### config.mk
export PLATFORM = sky130hd
export DESIGN_NAME = sync_queue
export DESIGN_NICKNAME = d
export VERILOG_FILES = /design/src/rtl/sync_queue.sv
export SDC_FILE = /design/constraint.sdc
export NUM_CORES = 1
export LEC_CHECK = 0
export CORE_ASPECT_RATIO = 0.9
export CORE_MARGIN = 4
export CORE_UTILIZATION = 50
export DETAILED_ROUTE_END_ITERATION = 6
export PLACE_DENSITY_LB_ADDON = 0.25
export REMOVE_ABC_BUFFERS = 1
export SKIP_CTS_REPAIR_TIMING = 1
export SYNTH_ARGS = -nofsm -noshare
export SYNTH_HDL_FRONTEND = slang
export SYNTH_SLANG_ARGS = --single-unit
### constraint.sdc
create_clock -name clk -period 4.82 [get_ports clk]
set_clock_uncertainty 0.1 [all_clocks]
set_input_delay 1.205 -clock clk [delete_from_list [all_inputs] [get_ports clk]]
set_output_delay 1.205 -clock clk [all_outputs]
set_load 0.005 [all_outputs]
### src/rtl/sync_queue.sv
// Single-clock first-word-fall-through queue on a circular buffer with head/tail/count state.
// Supports a same-cycle flush (kill) and a conservative look-ahead write-ready (wready_next).
module sync_queue #(
  parameter int unsigned DATA_SIZE  = 32,
  parameter int unsigned QUEUE_SIZE = 16
) (
  input  logic                 clk,
  input  logic                 reset,
  input  logic                 kill,
  output logic                 wready,
  output logic                 wready_next,
  input  logic                 wvalid,
  input  logic [DATA_SIZE-1:0] wdata,
  input  logic                 rready,
  output logic                 rvalid,
  output logic [DATA_SIZE-1:0] rdata
);

  localparam int unsigned PtrW = (QUEUE_SIZE > 1) ? $clog2(QUEUE_SIZE) : 1;
  localparam int unsigned CntW = PtrW + 1;
  localparam logic [CntW-1:0] FullCount = CntW'(QUEUE_SIZE);

  logic [DATA_SIZE-1:0] mem_q [QUEUE_SIZE];

  logic [PtrW-1:0] head_q, head_d;
  logic [PtrW-1:0] tail_q, tail_d;
  logic [CntW-1:0] count_q, count_d;

  logic wr_en;
  logic rd_en;
  logic mem_we;
  logic [CntW-1:0] count_after_wr;

  // Handshake qualifiers; both depend only on registered state plus the strobes.
  always_comb begin
    rvalid = (count_q != '0);
    rdata  = mem_q[head_q];
    wready = (count_q < FullCount);
    wr_en  = wvalid && wready;
    rd_en  = rvalid && rready;
  end

  // Pops in this cycle are ignored on purpose so the flag never over-promises.
  always_comb begin
    count_after_wr = count_q + CntW'(wr_en);
    wready_next    = kill || (count_after_wr < FullCount);
  end

  // Pointers are power-of-two sized, so natural overflow performs the wrap.
  always_comb begin
    head_d  = head_q;
    tail_d  = tail_q;
    count_d = count_q;
    mem_we  = 1'b0;
    if (kill) begin
      head_d  = '0;
      tail_d  = '0;
      count_d = '0;
    end else begin
      if (wr_en) begin
        tail_d = tail_q + PtrW'(1);
        mem_we = 1'b1;
      end
      if (rd_en) begin
        head_d = head_q + PtrW'(1);
      end
      case ({wr_en, rd_en})
        2'b10:   count_d = count_q + CntW'(1);
        2'b01:   count_d = count_q - CntW'(1);
        default: count_d = count_q;
      endcase
    end
  end

  always_ff @(posedge clk) begin
    if (reset) begin
      head_q  <= '0;
      tail_q  <= '0;
      count_q <= '0;
    end else begin
      head_q  <= head_d;
      tail_q  <= tail_d;
      count_q <= count_d;
    end
  end

  // Entry storage carries no reset; validity is tracked entirely by count_q.
  always_ff @(posedge clk) begin
    if (!reset && mem_we) begin
      mem_q[tail_q] <= wdata;
    end
  end

endmodule

# ---- Word-level counts from Yosys, hierarchy flattened
# Memories as Yosys holds them, arrays and structs flattened. A register that Yosys moved wholly into a read port is not among the register bits.
# Cells that the tools add are included.
dict set report op_classes {
  n_addsub 5
  magnitude_cmp 2
  n_eq_ne 2
  muxes 7
  reduce_logical 8
}
# operator n
set ops {}
lappend ops {{$lt A5 B5 Y1 const B} 2}
lappend ops {{$pmux W5 S2} 1}
lappend ops {{$add A4 B1 Y4 const B} 2}
lappend ops {{$mux W4} 2}
lappend ops {{$add A5 B1 Y5} 1}
lappend ops {{$add A5 B1 Y5 const B} 1}
lappend ops {{$reduce_bool A5 Y1} 1}
lappend ops {{$sub A5 B1 Y5 const B} 1}
lappend ops {{$mux W1} 4}
lappend ops {{$logic_and A1 B1 Y1} 3}
lappend ops {{$eq A2 B1 Y1 const B} 1}
lappend ops {{$eq A2 B2 Y1 const B} 1}
lappend ops {{$reduce_bool A2 Y1} 1}
lappend ops {{$reduce_or A2 Y1} 1}
lappend ops {{$logic_not A1 Y1} 1}
lappend ops {{$logic_or A1 B1 Y1} 1}
dict set report totals {
  register_bits 13
  mem_bits_rw 512
  input_bits 37
  output_inout_bits 35
  word_cells 28
  mem_count 1
}
# memory words width rd rd_ports_with_merged_regs write_ports line_no
set memory_table {}
lappend memory_table {mem_q 16 32 1 1 1 23} ;# logic [DATA_SIZE-1:0] mem_q [QUEUE_SIZE];

# ---- Depth between registers and ports, before layout
# Gate-level depths: netlist of the first run.
dict set report logic_depth {
  ltp_word 7
  ltp_mapped 12
  mapped_depth_nobuf 10
}

# ---- Worst setup path before layout of the first run
# OpenSTA, ideal clock, no wires.
dict set report synth_timing {
  kind {input to register}
  startpoint {input port kill}
  endpoint {memory mem_q[0][0], enable pin}
  setup_time_ns 0.421
  arrival_time_ns 3.427
  required_ns 4.299
  setup_slack_ns 0.872
  path_stages 4
  path_buffers 1
  path_cell_list {or2_2 > clkbuf_1 > or3_1 > nor2_1}
}
dict set report synth_between {
  elab_chain_len 4
}
# element line_no
set synth_lines {}
lappend synth_lines {{from (decl)} 9} ;# input logic kill,
lappend synth_lines {{$mux W1} 55} ;# if (kill) begin
lappend synth_lines {{$logic_and A1 B1 Y1} 89} ;# if (!reset && mem_we) begin
lappend synth_lines {{$mux W1} 89}
lappend synth_lines {{$mux W1 (implied by the code)} 90} ;# mem_q[tail_q] <= wdata;
lappend synth_lines {{to (decl)} 23}
# No other way between the ends.

==> impl_metrics.json, run 1 <==
{
  "status": "complete, no violations",
  "yosysTopAreaCell": "edfxtp_1",
  "synth_seq_area_share_pct": 77.81,
  "rsz0062_at_grt": "no",
  "die_w_um": 219.8,
  "area_growth_pct": 16.46,
  "nets": 996,
  "hold-worst-slack_ns": 0.4096,
  "yosys_warnings": 0,
  "path_class": "register to output pin",
  "path_max_fanout": 38,
  "endpoint_kind": "output pin",
  "max_freq_mhz": 223.9,
  "grt_max_degree": 43,
  "grt_pass1_wl_um": 61190,
  "antenna_found_initial": 1,
  "synth_top_area_share_pct": 76.13,
  "start_util_pct": 50.85,
  "synth.avg_cell_area_sq_um": 24.24,
  "grtUsageMet2_pct": 30.36,
  "cts_tree": "built",
  "synthesis.area_sq_um": 20200,
  "maxSlewViolCount": 0,
  "cts_sinks": 529,
  "grt_overflow_total": 0,
  "hp-class": "register to register",
  "synth_cell_types": 39,
  "insertion_delay_ns": 0.57,
  "clockBufferDepth": 3,
  "peakVddDrop_uv": 227.4,
  "layout_common_cells": "edfxtp_1 (512), mux4_2 (160), clkdlybuf4s50_1 (71)",
  "ys_top_cells_by_area": "edfxtp_1 (76%), mux4_2 (18%), dfxtp_1 (1.7%)",
  "num_io_pins": 72,
  "tightest_slew_ns": 0.7223,
  "crit_path_start_kind": "register",
  "clk_pin_slew_ns": 0.06,
  "hold_viol_final": 0,
  "drive_gt1_share_pct": 29.38,
  "cts_made_buffers": 52,
  "cp.arrival_ns": 3.16,
  "grt_use_met1_pct": 28.66,
  "period_minus_slack_ns": 4.466,
  "drc": 0,
  "final_antenna_net_count": 0,
  "routabilityCongestion": 0.7237,
  "grt.met3_usage_pct": 3.299,
  "vias_per_cell": 5.897,
  "core-area_sq_um": 39710,
  "cp.required_ns": 3.51,
  "totalWireLength_um": 40590,
  "dpl.hpwl_um": 21660,
  "p_per_area_nw_per_um2": 388.9,
  "drv_cap": 0,
  "async_flop_share_pct": 0,
  "fin_crit_sh_pct": 92.66,
  "syn_inst": 833,
  "top_usage_layer": "met2",
  "die_h_um": 198.7,
  "cts_root_buf": "clkbuf_16",
  "dieArea_sq_um": 43670,
  "grt_util_all_layers_pct": 19.08,
  "slew_headroom_pct": 51.85,
  "drt-initial-drc-count": 970,
  "final_util_pct": 59.23,
  "layout_commonest_cell": "edfxtp_1",
  "synth-seq-cells": 529,
  "leakage_nw": 7.092,
  "htreeDepth": 2,
  "diodes": 0,
  "r2r_slack_ns": 1.67,
  "num_vias": 8957,
  "port_buffers": 71,
  "fp-row-count": 69,
  "ys.flop_type": "edfxtp_1",
  "grt_pass1_vias": 9346,
  "setup_violations": 0,
  "wl_per_cell_um": 26.72,
  "drt-pass1-iter-count": 4,
  "synth_edf_count": 512
}
## routing by layer
metal	vias to the layer above	routed length, um
met4	2	538
met3	43	2718
li1	3813	-
met5	-	20
met1	4794	17130
met2	305	20180
## sequential cells by signal (all words and copies together) (netlist names), named ones only
signal   cells
mem_q      512
head_q       4
count_q      5
tail_q       4
## metrics by stage
stage | std cells | setup WS, ns | cell area (sq um) | power [mW] | setup TNS (ns)
detailed placement | 1429 | 0.7251 | 21910 | 5.412 | 0
CTS | 1519 | 0.2538 | 23520 | 9.224 | 0
finish | 1519 | 0.3537 | 23520 | 9.146 | 0
global placement | 1429 | 0.7791 | 21910 | 5.406 | 0
floorplan | 792 | -2.913 | 19940 | 5.280 | -93.21
global route | 1519 | 0.1480 | 23520 | 9.459 | 0
## Yosys cell counts, types with 4 or more instances
cell / number
nand3_1: 5
edfxtp_1: 512
clkbuf_1: 19
mux4_2: 160
dfxtp_1: 17
buf_1: 4
nand2_1: 14
nor2_1: 32
buf_6: 12
xor2_1: 6
a21oi_1: 4
ha_1: 8
## power by group
group / internal, mW / switching, mW
Combinational: 0.122 / 0.128
Clock: 2.24 / 1.60
Sequential: 5.05 / 0.00982
## final cells by class
class,count,area [sq um]
Inverter,4,17.52
Tap cell,532,665.6
Multi-Input combinational cell,259,4324
Clock inverter,22,175.2
Timing Repair Buffer,105,1179
Sequential cell,529,15730
Fill cell,2769,16190
Clock buffer,68,1434
## critical path, cell delays in order (launching register included)
cell and delay (ns):
dfxtp_4 0.66, buf_12 0.37, mux4_2 0.56, mux4_2 0.52, clkdlybuf4s50_1 0.47
## cells by family (layout without fill, tap and decap cells)
group	after synthesis	after routing	synth area share [%]
adders and majority gates	8	8	0.4957
AOI/OAI and AO/OA	17	17	0.6196
xor gates and xnor gates	8	8	0.3470
DFF	529	529	77.81
muxes	162	162	17.94
buffers and inverters	45	199	1.369
and+or+nand+nor	64	64	1.412
## worst paths after layout
check | end | depth (start not counted) | start
worst max-delay path | rdata[17] | 4 | register
worst min-delay path | register | 2 | head_q[3]$_SDFFE_PP0P_
worst max register to register | count_q[4]$_SDFFE_PP0P_ | 10 | count_q[1]$_SDFFE_PP0P_
worst min register to register | register | 2 | head_q[3]$_SDFFE_PP0P_
Power figures use the tool's default switching activity.
==> run 2: changes to the inputs <==
--- a/config.mk
+++ b/config.mk
@@ -5,8 +5,8 @@
 export SDC_FILE = /design/constraint.sdc
 export NUM_CORES = 1
 export LEC_CHECK = 0
+export CAP_MARGIN = 20
 export CORE_ASPECT_RATIO = 0.9
-export CORE_MARGIN = 4
 export CORE_UTILIZATION = 50
 export DETAILED_ROUTE_END_ITERATION = 6
 export PLACE_DENSITY_LB_ADDON = 0.25
==> constraint.sdc (replaced) <==
create_clock -name clk -period 4.82 [get_ports clk]
set_clock_uncertainty 0.1 [all_clocks]
set_input_delay 0.964 -clock clk [delete_from_list [all_inputs] [get_ports clk]]
set_output_delay 0.964 -clock clk [all_outputs]
set_load 0.005 [all_outputs]
==> impl_metrics.json, run 2 (same netlist as run 1, synthesis figures left out) <==
{
  "p_per_area_nw_per_um2": 388.3,
  "crit_path_start_kind": "register",
  "finalPower_mw": 9.069,
  "grt_max_degree": 57,
  "maxSlewViolCount": 0,
  "start_util_pct": 50.96,
  "max_freq_mhz": 244.8,
  "drv_cap": 0,
  "grt_util_all_layers_pct": 20.67,
  "vias_per_cell": 5.901,
  "die_h_um": 192.7,
  "crit_chain": "buf_12, mux4_2, mux4_2, clkdlybuf4s50_1",
  "port_buffers": 71,
  "drc": 0,
  "grt_overflow_total": 0,
  "fp-row-count": 69,
  "cts_sinks": 529,
  "cts_root_buf": "clkbuf_16",
  "final_antenna_net_count": 0,
  "area_growth_pct": 15.66,
  "fin_crit_sh_pct": 84.75,
  "reg.largest.list": "mem_q (512), count_q (5)",
  "cp.arrival_ns": 3.02,
  "slowest_delay_ns": 0.57,
  "grt_pass1_vias": 9390,
  "dieArea_sq_um": 41200,
  "period_minus_slack_ns": 4.085,
  "cp.required_ns": 3.76,
  "timing.critical_path.mode_cell": "mux4_2",
  "peakVddDrop_uv": 296.6,
  "slew_headroom_pct": 46.82,
  "drt-pass1-iter-count": 5,
  "cts_made_buffers": 50,
  "status": "complete, no violations",
  "cp_slowest_cell": "mux4_2",
  "path_class": "register to output pin",
  "hp-class": "register to register",
  "num_io_pins": 72,
  "insertion_delay_ns": 0.58,
  "setup_violations": 0,
  "path_max_fanout": 44,
  "layout_common_cells": "edfxtp_1 (512), mux4_2 (160), clkdlybuf4s50_1 (71)",
  "num_vias": 8963,
  "hold_viol_final": 0,
  "cts_tree": "built",
  "antenna_found_initial": 3,
  "grt_pass1_wl_um": 60220,
  "crit_family": "multiplexers",
  "wl_per_cell_um": 26.93,
  "htreeDepth": 2,
  "largest_reg_flops": 512,
  "drive_gt1_share_pct": 29.31,
  "place_area_sq_um": 21800,
  "timing.critical_path.buf_inv": 2,
  "core-area_sq_um": 39630,
  "drt-initial-drc-count": 810,
  "clk_pin_slew_ns": 0.06,
  "leakage_nw": 7.032,
  "totalWireLength_um": 40900,
  "dpl.hpwl_um": 21520,
  "routabilityCongestion": 0.7529,
  "endpoint_kind": "output pin",
  "tightest_slew_ns": 0.7977,
  "die_w_um": 213.8,
  "n_fill_cell": 2783,
  "top_register": "mem_q",
  "rsz0062_at_grt": "no",
  "final_cell_area_sq_um": 23360,
  "clockBufferDepth": 3,
  "nets": 993,
  "layout_commonest_cell": "edfxtp_1"
}
## run 2: cell count changes in the layout (fill, tap and decap cells not counted), sizes merged
cell / previous run / this run
inv: 5 / 7
diode: 0 / 1
buf: 34 / 33
clkbuf: 68 / 60
clkinvlp: 0 / 1
bufinv: 3 / 4
clkinv: 18 / 22
## run 2: path summary, 6_finish.rpt
path,from,to,slack [ns],depth (start not counted)
min,tail_q[1]$_SDFFE_PP0P_,tail_q[1]$_SDFFE_PP0P_,0.43,2
max reg2reg,count_q[1]$_SDFFE_PP0P_,count_q[4]$_SDFFE_PP0P_,1.64,9
max,register,rdata[8],0.73,4
min reg2reg,tail_q[1]$_SDFFE_PP0P_,tail_q[1]$_SDFFE_PP0P_,0.43,2
## run 2: final cells by class
type | count | area [sq um] | share of cell area, %
well taps | 532 | 665.6 | 2.850
clock inverters | 30 | 262.8 | 1.125
repair buffers | 104 | 1071 | 4.585
multi-input cells | 259 | 4324 | 18.51
clock buffers | 60 | 1289 | 5.517
inverters | 4 | 17.52 | 0.07499
flip-flops and latches | 529 | 15730 | 67.32
diodes | 1 | 2.502 | 0.01071
## run 2: worst reg2reg max path, delay by kind of cell (launching register included)
| family | cells | cell delay (ns) |
|---|---|---|
| AOI/OAI and AO/OA | 5 | 1.04 |
| and+or+nand+nor | 2 | 0.85 |
| adders and majority gates | 2 | 0.73 |
| DFF | 1 | 0.39 |
## run 2: through the flow
| step | util, % | setup TNS [ns] | setup slack [ns] | cells | hold WS, ns |
|---|---|---|---|---|---|
| 6_report | 58.94 | 0 | 0.7349 | 1519 | 0.4320 |
| 5_1_grt | 58.94 | 0 | 0.5887 | 1518 | 0.4662 |
| 4_1_cts | 58.94 | 0 | 0.6418 | 1518 | 0.4333 |
| 3_5_place_dp | 55.02 | 0 | 0.9271 | 1428 | 0.4137 |
| 3_3_place_gp | 55.02 | 0 | 1.028 | 1428 | 0.3863 |
| 2_1_floorplan | - | -85.50 | -2.672 | 792 | 0.3725 |
## run 2: metal layers
layer / part of all wire (%) / GRT usage (%) / up-vias
li1: - / - / 3809
met1: 43 / 29.18 / 4808
met2: 50 / 33.68 / 289
met3: 6.0 / 3.531 / 53
met4: 1.6 / 5.549 / 4
met5: 0.061 / 0 / -
## run 2: power by group
group          switching, mW  total (mW)  internal [mW]
Sequential           0.00769        5.06           5.05
Combinational          0.132       0.251          0.120
Clock                   1.64        3.76           2.12
==> run 3: changes to the inputs <==
==> constraint.sdc (replaced) <==
create_clock -name clk -period 3.7 [get_ports clk]
set_clock_uncertainty 0.1 [all_clocks]
set_input_delay 0.74 -clock clk [delete_from_list [all_inputs] [get_ports clk]]
set_output_delay 0.74 -clock clk [all_outputs]
set_load 0.005 [all_outputs]
==> impl_metrics.json, run 3 (same netlist as run 1, synthesis figures left out) <==
{
  "cts_root_buf": "clkbuf_16",
  "wl_per_cell_um": 26.07,
  "maxSlewViolCount": 0,
  "num_io_pins": 72,
  "slowest_delay_ns": 0.49,
  "port_buffers": 71,
  "drc": 0,
  "status": "complete, no violations",
  "clk_pin_slew_ns": 0.06,
  "r2r_slack_ns": 0.67,
  "die_h_um": 192.7,
  "fp-row-count": 69,
  "fin_setup_tns_ns": 0,
  "grt_max_degree": 68,
  "peakVddDrop_uv": 397.5,
  "rsz0062_at_grt": "no",
  "insertion_delay_ns": 0.58,
  "timing.critical_path.mode_cell": "mux4_2",
  "setup_violations": 0,
  "grt_pass1_wl_um": 59800,
  "pwr-share-seq_pct": 54.7,
  "hold-path-cell-count": 2,
  "nets": 1037,
  "top_register": "mem_q",
  "cp.required_ns": 2.86,
  "max_freq_mhz": 275.3,
  "reg.largest.list": "mem_q (512), count_q (5)",
  "total_switching_power_mw": 2.353,
  "tightest_slew_ns": 0.5976,
  "vias_per_cell": 5.817,
  "antenna_found_initial": 4,
  "drive_gt1_share_pct": 32.50,
  "drt-pass1-iter-count": 6,
  "p_sw_share_pct": 19.52,
  "crit_path_start_kind": "register",
  "grt_overflow_total": 0,
  "min_from": "head_q[3]$_SDFFE_PP0P_",
  "slew_headroom_pct": 60.04,
  "cts_tree": "built",
  "totalWireLength_um": 40850,
  "dpl.hpwl_um": 21360,
  "p_per_area_nw_per_um2": 500.1,
  "start_util_pct": 50.96,
  "period_minus_slack_ns": 3.632,
  "final_antenna_net_count": 0,
  "crit_chain": "buf_16, buf_12, mux4_2, mux4_2, clkdlybuf4s50_1",
  "r2r-end": "count_q[4]$_SDFFE_PP0P_",
  "cts_sinks": 529,
  "grt_pass1_vias": 9401,
  "htreeDepth": 2,
  "largest_reg_flops": 512,
  "pwr-share-clk_pct": 42.3,
  "clockBufferDepth": 3,
  "layout_commonest_cell": "edfxtp_1",
  "path_max_fanout": 15,
  "leakage_nw": 7.643,
  "hp-class": "register to register",
  "cts_made_buffers": 52,
  "routabilityCongestion": 0.7358,
  "final_cell_area_sq_um": 24100,
  "endpoint_kind": "output pin",
  "num_vias": 9116,
  "intPower_mw": 9.700,
  "core-area_sq_um": 39630,
  "worstRegToRegCells": 10,
  "drt-initial-drc-count": 870,
  "grt_util_all_layers_pct": 20.46,
  "path_class": "register to output pin",
  "cp_slowest_cell": "mux4_2",
  "place_area_sq_um": 22000,
  "final_util_pct": 60.82,
  "drv_cap": 0,
  "hold_viol_final": 0,
  "cp.arrival_ns": 2.79,
  "area_growth_pct": 19.34,
  "layout_common_cells": "edfxtp_1 (512), mux4_2 (160), clkbuf_16 (57)",
  "dieArea_sq_um": 41200,
  "r2r-start": "count_q[1]$_SDFFE_PP0P_",
  "die_w_um": 213.8,
  "power_frac_comb_pct": 3.0,
  "fin_crit_sh_pct": 98.16
}
## run 3: cell count changes in the layout (fill, tap and decap cells not counted), moves of 2 or more
| cell | previous run | this run |
|---|---|---|
| clkdlybuf4s50_1 | 71 | 43 |
| dlymetal6s2s_1 | 0 | 28 |
| buf_4 | 24 | 49 |
| clkbuf_16 | 50 | 57 |
| buf_12 | 9 | 15 |
| buf_16 | 0 | 4 |
| clkinv_2 | 11 | 14 |
| inv_6 | 3 | 0 |
| buf_6 | 0 | 2 |
| clkinv_1 | 10 | 12 |
| clkinv_8 | 1 | 3 |
## run 3: cell type report
class                      instances  area [sq um]
clock buffer                      61          1335
inverter                           4         17.52
sequential                       529         15730
tap                              532         665.6
multi-input combinational        259          4324
fill                            2732         15520
clock inverter                    35         325.3
timing repair buffer             146          1707
antenna                            1         2.502
## run 3: worst max path at each step
stage | to | slack (ns) | cells after the start
final | rdata[31] | 0.07 | 5
after global routing | rdata[10] | 0.003 | 5
after CTS | rdata[13] | -0.19 | 5
after detailed placement | count_q[4]$_SDFFE_PP0P_ | 0.18 | 11
after global placement | count_q[4]$_SDFFE_PP0P_ | 0.18 | 10
after floorplan | rdata[0] | -3.57 | 2
## run 3: worst max-delay path, delay by kind of cell (launching register included)
family                 cells  cell delay [ns]
buffers and inverters      3             0.82
DFF                        1             0.40
muxes                      2             0.97
## run 3: power groups by stage
stage	sequential (mW)	clock, mW	combinational [mW]
floorplan	6.74	0	0.140
global placement	6.72	0	0.332
detailed placement	6.72	0	0.340
CTS	6.59	5.19	0.341
global route	6.59	5.43	0.392
finish	6.59	5.10	0.362
## run 3: through the flow
stage / power, mW / hold WS (ns) / instances / setup slack [ns]
2_1_floorplan: 6.878 / 0.3725 / 792 / -3.568
3_3_place_gp: 7.048 / 0.3896 / 1441 / 0.1823
3_5_place_dp: 7.057 / 0.4033 / 1441 / 0.1843
4_1_cts: 12.12 / 0.4186 / 1537 / -0.1854
5_1_grt: 12.41 / 0.4601 / 1566 / 0.003093
6_report: 12.05 / 0.4157 / 1567 / 0.06798
## run 3: per-layer routing
metal	routed length, um	global-route usage [%]	share of wire, %
met5	30	0	0.073
met4	644	5.027	1.6
met3	2179	3.173	5.3
met2	19880	32.58	49
met1	18120	30.01	44
